--- config.mk ---
export PLATFORM = sky130hd
export DESIGN_NAME = revo_marker_decoder_flat
export DESIGN_NICKNAME = d
export VERILOG_FILES = /design/src/rtl/revo_marker_decoder_pkg.sv /design/src/rtl/revo_marker_decoder_if.sv /design/src/rtl/revo_marker_decoder_edge_finder.sv /design/src/rtl/revo_marker_decoder.sv /design/src/flat_wrapper.sv
export SDC_FILE = /design/constraint.sdc
export NUM_CORES = 1
export LEC_CHECK = 0
export ABC_CLOCK_PERIOD_IN_PS = 2400
export CAP_MARGIN = 25
export CORE_ASPECT_RATIO = 0.75
export CORE_MARGIN = 3
export CORE_UTILIZATION = 48
export DETAILED_ROUTE_END_ITERATION = 12
export PLACE_DENSITY = 0.86
export SETUP_SLACK_MARGIN = 0.1
export SLEW_MARGIN = 5
export SYNTH_ARGS = -nofsm -noshare
export SYNTH_HDL_FRONTEND = slang
export SYNTH_SLANG_ARGS = --single-unit
--- constraint.sdc ---
create_clock -name clock -period 2.4 [get_ports clock]
set_clock_uncertainty 0.15 [all_clocks]
set_input_delay 0.24 -clock clock [delete_from_list [all_inputs] [get_ports clock]]
set_output_delay 0.24 -clock clock [all_outputs]
set_load 0.005 [all_outputs]
--- src/rtl/revo_marker_decoder_pkg.sv ---
// revo_marker_decoder shared types and constants.
// Shared with the clock509/revo generator side.
package revo_marker_decoder_pkg;

    localparam int WORD_W           = 8;
    localparam int PHASE_W          = 11;
    localparam int DEF_PERIOD_WORDS = 1280;

    typedef enum logic [1:0] {
        SEARCH = 2'd0,
        VERIFY = 2'd1,
        LOCKED = 2'd2
    } state_t;

endpackage

--- src/rtl/revo_marker_decoder_if.sv ---
// revo_marker_decoder word/status bundle.
// master drives the word stream, slave is the decoder.
interface revo_marker_decoder_if #(
    parameter int COUNTER_WIDTH = 16
);
    import revo_marker_decoder_pkg::*;

    logic [WORD_W-1:0]        revo_word_in;
    logic                     clear_counters;
    logic                     revo_pulse;
    logic                     locked;
    logic [2:0]               bit_phase;
    logic [PHASE_W-1:0]       word_phase;
    logic [COUNTER_WIDTH-1:0] miss_count;
    logic [COUNTER_WIDTH-1:0] spurious_count;
    logic [1:0]               state_out;

    modport master (
        output revo_word_in,
        output clear_counters,
        input  revo_pulse,
        input  locked,
        input  bit_phase,
        input  word_phase,
        input  miss_count,
        input  spurious_count,
        input  state_out
    );

    modport slave (
        input  revo_word_in,
        input  clear_counters,
        output revo_pulse,
        output locked,
        output bit_phase,
        output word_phase,
        output miss_count,
        output spurious_count,
        output state_out
    );

endinterface

--- src/rtl/revo_marker_decoder_edge_finder.sv ---
// revo_edge_finder: input register, previous word, and
// priority encoder for the first rising marker edge.
module revo_edge_finder
    import revo_marker_decoder_pkg::*;
(
    input  logic              clock,
    input  logic              reset_n,
    input  logic [WORD_W-1:0] word_in,
    output logic              edge_valid,
    output logic [2:0]        edge_phase
);

    logic [WORD_W-1:0] word_q;
    logic [WORD_W-1:0] prev_word;
    logic [WORD_W:0]   seq;
    logic [WORD_W-1:0] rise;

    always_ff @(posedge clock or negedge reset_n) begin
        if (!reset_n) begin
            word_q    <= '0;
            prev_word <= '0;
        end else begin
            word_q    <= word_in;
            prev_word <= word_q;
        end
    end

    // seq[8] is the last bit of the older word, so bit 7 sees it as predecessor
    assign seq  = {prev_word[0], word_q};
    assign rise = seq[WORD_W-1:0] & ~seq[WORD_W:1];

    always_comb begin
        edge_valid = |rise;
        edge_phase = '0;
        for (int k = 0; k < WORD_W; k++) begin
            if (rise[k]) edge_phase = 3'(WORD_W - 1 - k);
        end
    end

endmodule

--- src/rtl/revo_marker_decoder.sv ---
// Revo marker decoder: edge find, flywheel lock, statistics.
// Optional: REVO_MARKER_DECODER_FLYWHEEL_EN pulses on every expected slot.
module revo_marker_decoder
    import revo_marker_decoder_pkg::*;
#(
    parameter int PERIOD_WORDS  = DEF_PERIOD_WORDS,
    parameter int LOCK_COUNT    = 4,
    parameter int MISS_LIMIT    = 2,
    parameter int COUNTER_WIDTH = 16
)(
    input logic                 clock,
    input logic                 reset_n,
    revo_marker_decoder_if.slave bus
);

    localparam int GW = $clog2(LOCK_COUNT + 1);
    localparam int RW = $clog2(MISS_LIMIT + 1);
    localparam int CW = COUNTER_WIDTH;

    logic         edge_valid;
    logic [2:0]   edge_phase;

    state_t               state_q, state_d;
    logic [2:0]           ref_q, ref_d;
    logic [PHASE_W-1:0]   wp_q, wp_d;
    logic [GW-1:0]        good_q, good_d, good_inc;
    logic [RW-1:0]        run_q, run_d, run_inc;
    logic [CW-1:0]        miss_q, miss_d;
    logic [CW-1:0]        spur_q, spur_d;
    logic                 pulse_q, pulse_d;
    logic                 locked_q, locked_d;
    logic [2:0]           bp_q, bp_d;
    logic                 at_slot;
    logic                 phase_match;

    revo_edge_finder u_edge (
        .clock      (clock),
        .reset_n    (reset_n),
        .word_in    (bus.revo_word_in),
        .edge_valid (edge_valid),
        .edge_phase (edge_phase)
    );

    assign at_slot     = (wp_q == PHASE_W'(PERIOD_WORDS - 1));
    assign phase_match = (edge_phase == ref_q);

    always_ff @(posedge clock or negedge reset_n) begin
        if (!reset_n) begin
            state_q  <= SEARCH;
            ref_q    <= '0;
            wp_q     <= '0;
            good_q   <= '0;
            run_q    <= '0;
            miss_q   <= '0;
            spur_q   <= '0;
            pulse_q  <= 1'b0;
            locked_q <= 1'b0;
            bp_q     <= '0;
        end else begin
            state_q  <= state_d;
            ref_q    <= ref_d;
            wp_q     <= wp_d;
            good_q   <= good_d;
            run_q    <= run_d;
            miss_q   <= miss_d;
            spur_q   <= spur_d;
            pulse_q  <= pulse_d;
            locked_q <= locked_d;
            bp_q     <= bp_d;
        end
    end

    always_comb begin
        state_d  = state_q;
        ref_d    = ref_q;
        wp_d     = wp_q;
        good_d   = good_q;
        run_d    = run_q;
        miss_d   = miss_q;
        spur_d   = spur_q;
        pulse_d  = 1'b0;
        locked_d = locked_q;
        bp_d     = bp_q;
        good_inc = good_q + 1'b1;
        run_inc  = run_q + 1'b1;
        unique case (state_q)
            SEARCH: begin
                wp_d = '0;
                if (edge_valid) begin
                    ref_d   = edge_phase;
                    good_d  = GW'(1);
                    pulse_d = 1'b1;
                    bp_d    = edge_phase;
                    state_d = VERIFY;
                end
            end
            VERIFY: begin
                wp_d = wp_q + 1'b1;
                if (edge_valid) begin
                    pulse_d = 1'b1;
                    bp_d    = edge_phase;
                    wp_d    = '0;
                    if (at_slot && phase_match) begin
                        good_d = good_inc;
                        if (good_inc == GW'(LOCK_COUNT)) begin
                            state_d  = LOCKED;
                            locked_d = 1'b1;
                        end
                    end else begin
                        ref_d  = edge_phase;
                        good_d = GW'(1);
                    end
                end else if (at_slot) begin
                    wp_d    = '0;
                    state_d = SEARCH;
                end
            end
            LOCKED: begin
                wp_d = wp_q + 1'b1;
                if (at_slot) begin
                    wp_d = '0;
                    if (edge_valid && phase_match) begin
                        run_d   = '0;
                        pulse_d = 1'b1;
                        bp_d    = edge_phase;
                    end else begin
                        run_d  = run_inc;
                        miss_d = (&miss_q) ? miss_q : miss_q + 1'b1;
`ifdef REVO_MARKER_DECODER_FLYWHEEL_EN
                        pulse_d = 1'b1;
`else
                        pulse_d = 1'b0;
`endif
                        if (run_inc == RW'(MISS_LIMIT)) begin
                            run_d    = '0;
                            locked_d = 1'b0;
                            state_d  = SEARCH;
                        end
                    end
                end else if (edge_valid) begin
                    spur_d = (&spur_q) ? spur_q : spur_q + 1'b1;
                end
            end
            default: begin
                locked_d = 1'b0;
                state_d  = SEARCH;
            end
        endcase
        if (bus.clear_counters) begin
            miss_d = '0;
            spur_d = '0;
        end
    end

    assign bus.revo_pulse     = pulse_q;
    assign bus.locked         = locked_q;
    assign bus.bit_phase      = bp_q;
    assign bus.word_phase     = wp_q;
    assign bus.miss_count     = miss_q;
    assign bus.spurious_count = spur_q;
    assign bus.state_out      = state_q;

endmodule

--- src/flat_wrapper.sv ---
// flat-port wrapper written by rule: the top's interface ports become plain ports
module revo_marker_decoder_flat import revo_marker_decoder_pkg::*;
#(
    parameter int PERIOD_WORDS  = DEF_PERIOD_WORDS,
    parameter int LOCK_COUNT    = 4,
    parameter int MISS_LIMIT    = 2,
    parameter int COUNTER_WIDTH = 16
)
  (clock, reset_n, bus_revo_word_in, bus_clear_counters, bus_revo_pulse, bus_locked, bus_bit_phase, bus_word_phase, bus_miss_count, bus_spurious_count, bus_state_out);
  revo_marker_decoder_if #(.COUNTER_WIDTH(COUNTER_WIDTH)) bus_i ();
  input logic clock;
  input logic reset_n;
  input wire logic [$bits(bus_i.revo_word_in)-1:0] bus_revo_word_in;
  input wire logic [$bits(bus_i.clear_counters)-1:0] bus_clear_counters;
  output wire logic [$bits(bus_i.revo_pulse)-1:0] bus_revo_pulse;
  output wire logic [$bits(bus_i.locked)-1:0] bus_locked;
  output wire logic [$bits(bus_i.bit_phase)-1:0] bus_bit_phase;
  output wire logic [$bits(bus_i.word_phase)-1:0] bus_word_phase;
  output wire logic [$bits(bus_i.miss_count)-1:0] bus_miss_count;
  output wire logic [$bits(bus_i.spurious_count)-1:0] bus_spurious_count;
  output wire logic [$bits(bus_i.state_out)-1:0] bus_state_out;
  assign bus_i.revo_word_in = bus_revo_word_in;
  assign bus_i.clear_counters = bus_clear_counters;
  assign bus_revo_pulse = bus_i.revo_pulse;
  assign bus_locked = bus_i.locked;
  assign bus_bit_phase = bus_i.bit_phase;
  assign bus_word_phase = bus_i.word_phase;
  assign bus_miss_count = bus_i.miss_count;
  assign bus_spurious_count = bus_i.spurious_count;
  assign bus_state_out = bus_i.state_out;
  revo_marker_decoder #(.PERIOD_WORDS(PERIOD_WORDS), .LOCK_COUNT(LOCK_COUNT), .MISS_LIMIT(MISS_LIMIT), .COUNTER_WIDTH(COUNTER_WIDTH)) u_core (.clock(clock), .reset_n(reset_n), .bus(bus_i));
endmodule
==> results.txt <==
Status: finished with violations
Failing checks: negative setup slack
Relative slew slack: 0.5843
Worst slew pin tran: 623.5 ps
Critical Path End Type: flop
Cell depth of the worst flop-to-flop path: 8
Hold Vio Cnt, Final: 0
Hold_sp: bus_revo_word_in[3]
Hold Path Cell Cnt: 1
Num CTS Buffers: 9
Worst R2R End: u_core.bus.bit_phase[1]
HPWL after DPL: 6.905 mm
Port Buffers: 60
Vias: 4051
Final WS setup: -539.5 ps
Syn. warnings: 0
Synth Net Count: 414
Max frequency: 0.3402 GHz
Post-synthesis cell type count: 54
Top cell type's share of synthesized area: 0.4584
Min cycle time layout: 2939 ps
R2R Setup Slk: -540 ps
RSZ-0062 raised after global routing: yes
GRT Resource Usage Total: 0.2642
Drc violations: 0
Initial antenna violation count: 0
Seq cells post-synth: 67
GP Congestion: 0.9218
Final Setup Violations: 32
Top FF cell, synth: dfrtp_1
Worst hold path type: in2reg
Rows: 26
Die height: 81.60 um
R2R Path Start: u_core.u_edge.word_q[5]
CP cell instances: nor2_2 -> o21a_1 -> buf_4 -> o2111ai_2 -> a222oi_1 -> nand4_1 -> a221oi_4 -> mux2_1
First-pass GRT wire length: 18.00 mm
Via density per instance: 6.430
Post-synth EDFFs: 0
Startpoint Class: flop
CP arrival: 3040 ps
Critical Path RT: 2500 ps
Sum of negative setup slack: -10880 ps
Vias in the first global route: 3671
Highest-delay cell along the critical path: a222oi_1
Avg WL per Cell: 21.22 um
Area Overhead vs Synth: 56.76%
Post-synthesis sequential area ratio: 0.4584
Die Wd: 106.8 um
Antenna diodes: 0
Boundary pin count: 61
Clock latency on the worst-skew pair: 380 ps
Post-Route WL: 13.37 mm
Largest net degree at the start of global routing: 44
VDD IR-drop max: 0.4669 mV
Finished Core Util: 0.8084
TritonCTS clock tree: built
Leakage power: 2.348 nW
Area contributors post-synth: dfrtp_1 (46%), nand2_1 (4.0%), o21ai_0 (3.8%)
Effective utilization at floorplan: 0.5157
Avg Synthesized Cell Area: 9.306 sq um
Clk sink count: 67
Max cap viols: 0
Root Buffer: clkbuf_8
Fraction of layout cells with a size suffix above 1: 0.3308
Dominant cell type by area after synthesis: dfrtp_1
Period utilisation layout: 1.225
Die Area: 0.008714 sq mm
Layout fillers: 400
CTS clk-pin slew, worst paths: 90 ps
Power per Cell Area: 649.1 mW/mm^2
Synth async-reset ratio: 1.000
Critical path class: reg2reg
Max Slew Vio Count: 0
Total core area: 0.007092 sq mm
Mapped Cells: 393
Total grt overflow: 0
Worst Path Buf+Inv: 1
H-tree depth: 3
Mapped Area: 0.003657 sq mm
Worst Hold End: u_core.u_edge.word_q[3]
Max incr delay on CP: 520 ps
Total iterations of the first detailed-routing run: 6
DR iter-0 viols: 358
Max Buffers Root-to-Sink: 2
Detail Route Antenna Nets: 0
Post-layout net count: 548
Worst Path Max Fanout: 7
CP top delay family: compound AO/OA/AOI/OAI gates
worst reg2reg max path, stage by stage, from the launching register on:
cell       delay, ps
dfrtp_1          490
nor2_2           200
o21a_1           170
buf_4            120
o2111ai_2        130
a222oi_1         520
nand4_1          280
a221oi_4         390
mux2_1           370
layout make-up:
| type | instances | area [sq um] | share of cell area |
|---|---|---|---|
| flip-flops and latches | 67 | 1678 | 0.2927 |
| repair buffers | 135 | 1285 | 0.2241 |
| inverters | 12 | 45.04 | 0.007857 |
| clock inverters | 6 | 66.31 | 0.01157 |
| multi-input cells | 302 | 2409 | 0.4201 |
| clock buffers | 10 | 127.6 | 0.02226 |
| well taps | 98 | 122.6 | 0.02139 |
cell usage in the layout, fill, tap and decap left out, types with 9 or more instances in the layout:
master,instances
o21ai_0,20
a21oi_2,16
inv_1,12
nor2_1,29
o21ai_2,9
buf_4,61
nand3_1,14
dfrtp_1,66
nor2b_1,10
and3_1,14
clkdlybuf4s50_1,59
clkbuf_8,9
nand2_1,39
metrics by stage:
stage	std cells	hold WS, ps	total power, mW	area, sq um	worst slack (ps)
3_5_place_dp	593	128.3	2.253	4771	-291.9
6_report	630	137.3	3.721	5733	-539.5
4_1_cts	620	143.0	3.349	5316	-245.7
5_1_grt	630	135.8	3.829	5733	-644.5
2_1_floorplan	393	-205.6	1.791	3684	-169.4
3_3_place_gp	593	118.6	2.215	4771	-177.7
layer usage:
| metal | GRT usage | wire, um |
|---|---|---|
| met5 | 0 | 0 |
| met2 | 0.4372 | 6411 |
| met1 | 0.3325 | 5062 |
| met4 | 0.1264 | 686 |
| met3 | 0.06049 | 1211 |
registers in the layout (all words and copies together) (netlist names):
signal and flops:
u_core.bus.bit_phase 3, u_core.u_edge.prev_word 1, u_core.u_edge.word_q 8, u_core.bus.state_out 2, u_core.bus.spurious_count 16, u_core.bus.miss_count 16
u_core.bus.revo_pulse 1, u_core.ref_q 3, u_core.good_q 3, u_core.bus.locked 1, u_core.bus.word_phase 11, u_core.run_q 2
repair_timing:
item | 4_1_cts | 5_1_grt
hold buffers | 1 | 0
gates resized for setup | 44 | 72
pin swaps | 23 | 32
setup endpoints to repair | 37 | 55
setup buffers | 8 | 10
endpoints found under the hold margin | 24 | 0
gates cloned | 3 | 1
synthesized netlist by cell type, types with 2 or more instances:
library cell,instances
dfrtp_1,67
nand2_1,39
xor2_1,2
o21a_1,3
and3_1,18
a22o_1,2
xnor2_1,10
ha_1,10
o21ai_1,9
and4_1,3
nand3_1,18
a41oi_1,2
a221oi_1,2
or4_1,10
a31oi_1,2
clkbuf_1,8
buf_6,2
nand2b_1,6
a22oi_1,4
a21oi_1,24
nand4_1,6
mux2_1,6
nor2b_1,10
o2111ai_1,2
a221oi_2,2
nor3_1,4
o31a_1,2
inv_1,12
and2_1,3
nor3b_1,2
nor2_1,30
a21o_1,2
or3_1,11
o31ai_1,13
o21ai_0,28
report_power, final:
group / switching [mW] / internal (mW)
sequential: 0.0881 / 1.20
combinational: 0.775 / 0.675
clock: 0.499 / 0.480
worst max-delay path by stage:
stage / end / from / slack [ps] / cells after the start
after floorplan: u_core.bus.bit_phase[2] / u_core.u_edge.word_q[7] / -170 / 7
after global placement: u_core.bus.bit_phase[1] / u_core.u_edge.word_q[7] / -180 / 7
after detailed placement: u_core.bus.bit_phase[1] / u_core.u_edge.word_q[7] / -290 / 7
after CTS: u_core.bus.bit_phase[1] / u_core.u_edge.word_q[7] / -250 / 7
after global routing: u_core.bus.bit_phase[2] / u_core.u_edge.word_q[5] / -640 / 8
final: u_core.bus.bit_phase[1] / u_core.u_edge.word_q[5] / -540 / 8
cell families after synthesis:
family,Yosys count,share of synthesized area
and+or+nand+nor,167,0.2398
xor gates and xnor gates,12,0.02874
muxes,9,0.02839
buffers and inverters,24,0.02908
AOI/OAI and AO/OA,104,0.1813
adders and majority gates,10,0.03421
DFF,67,0.4584
No activity file was read; power rests on OpenSTA's default activity.
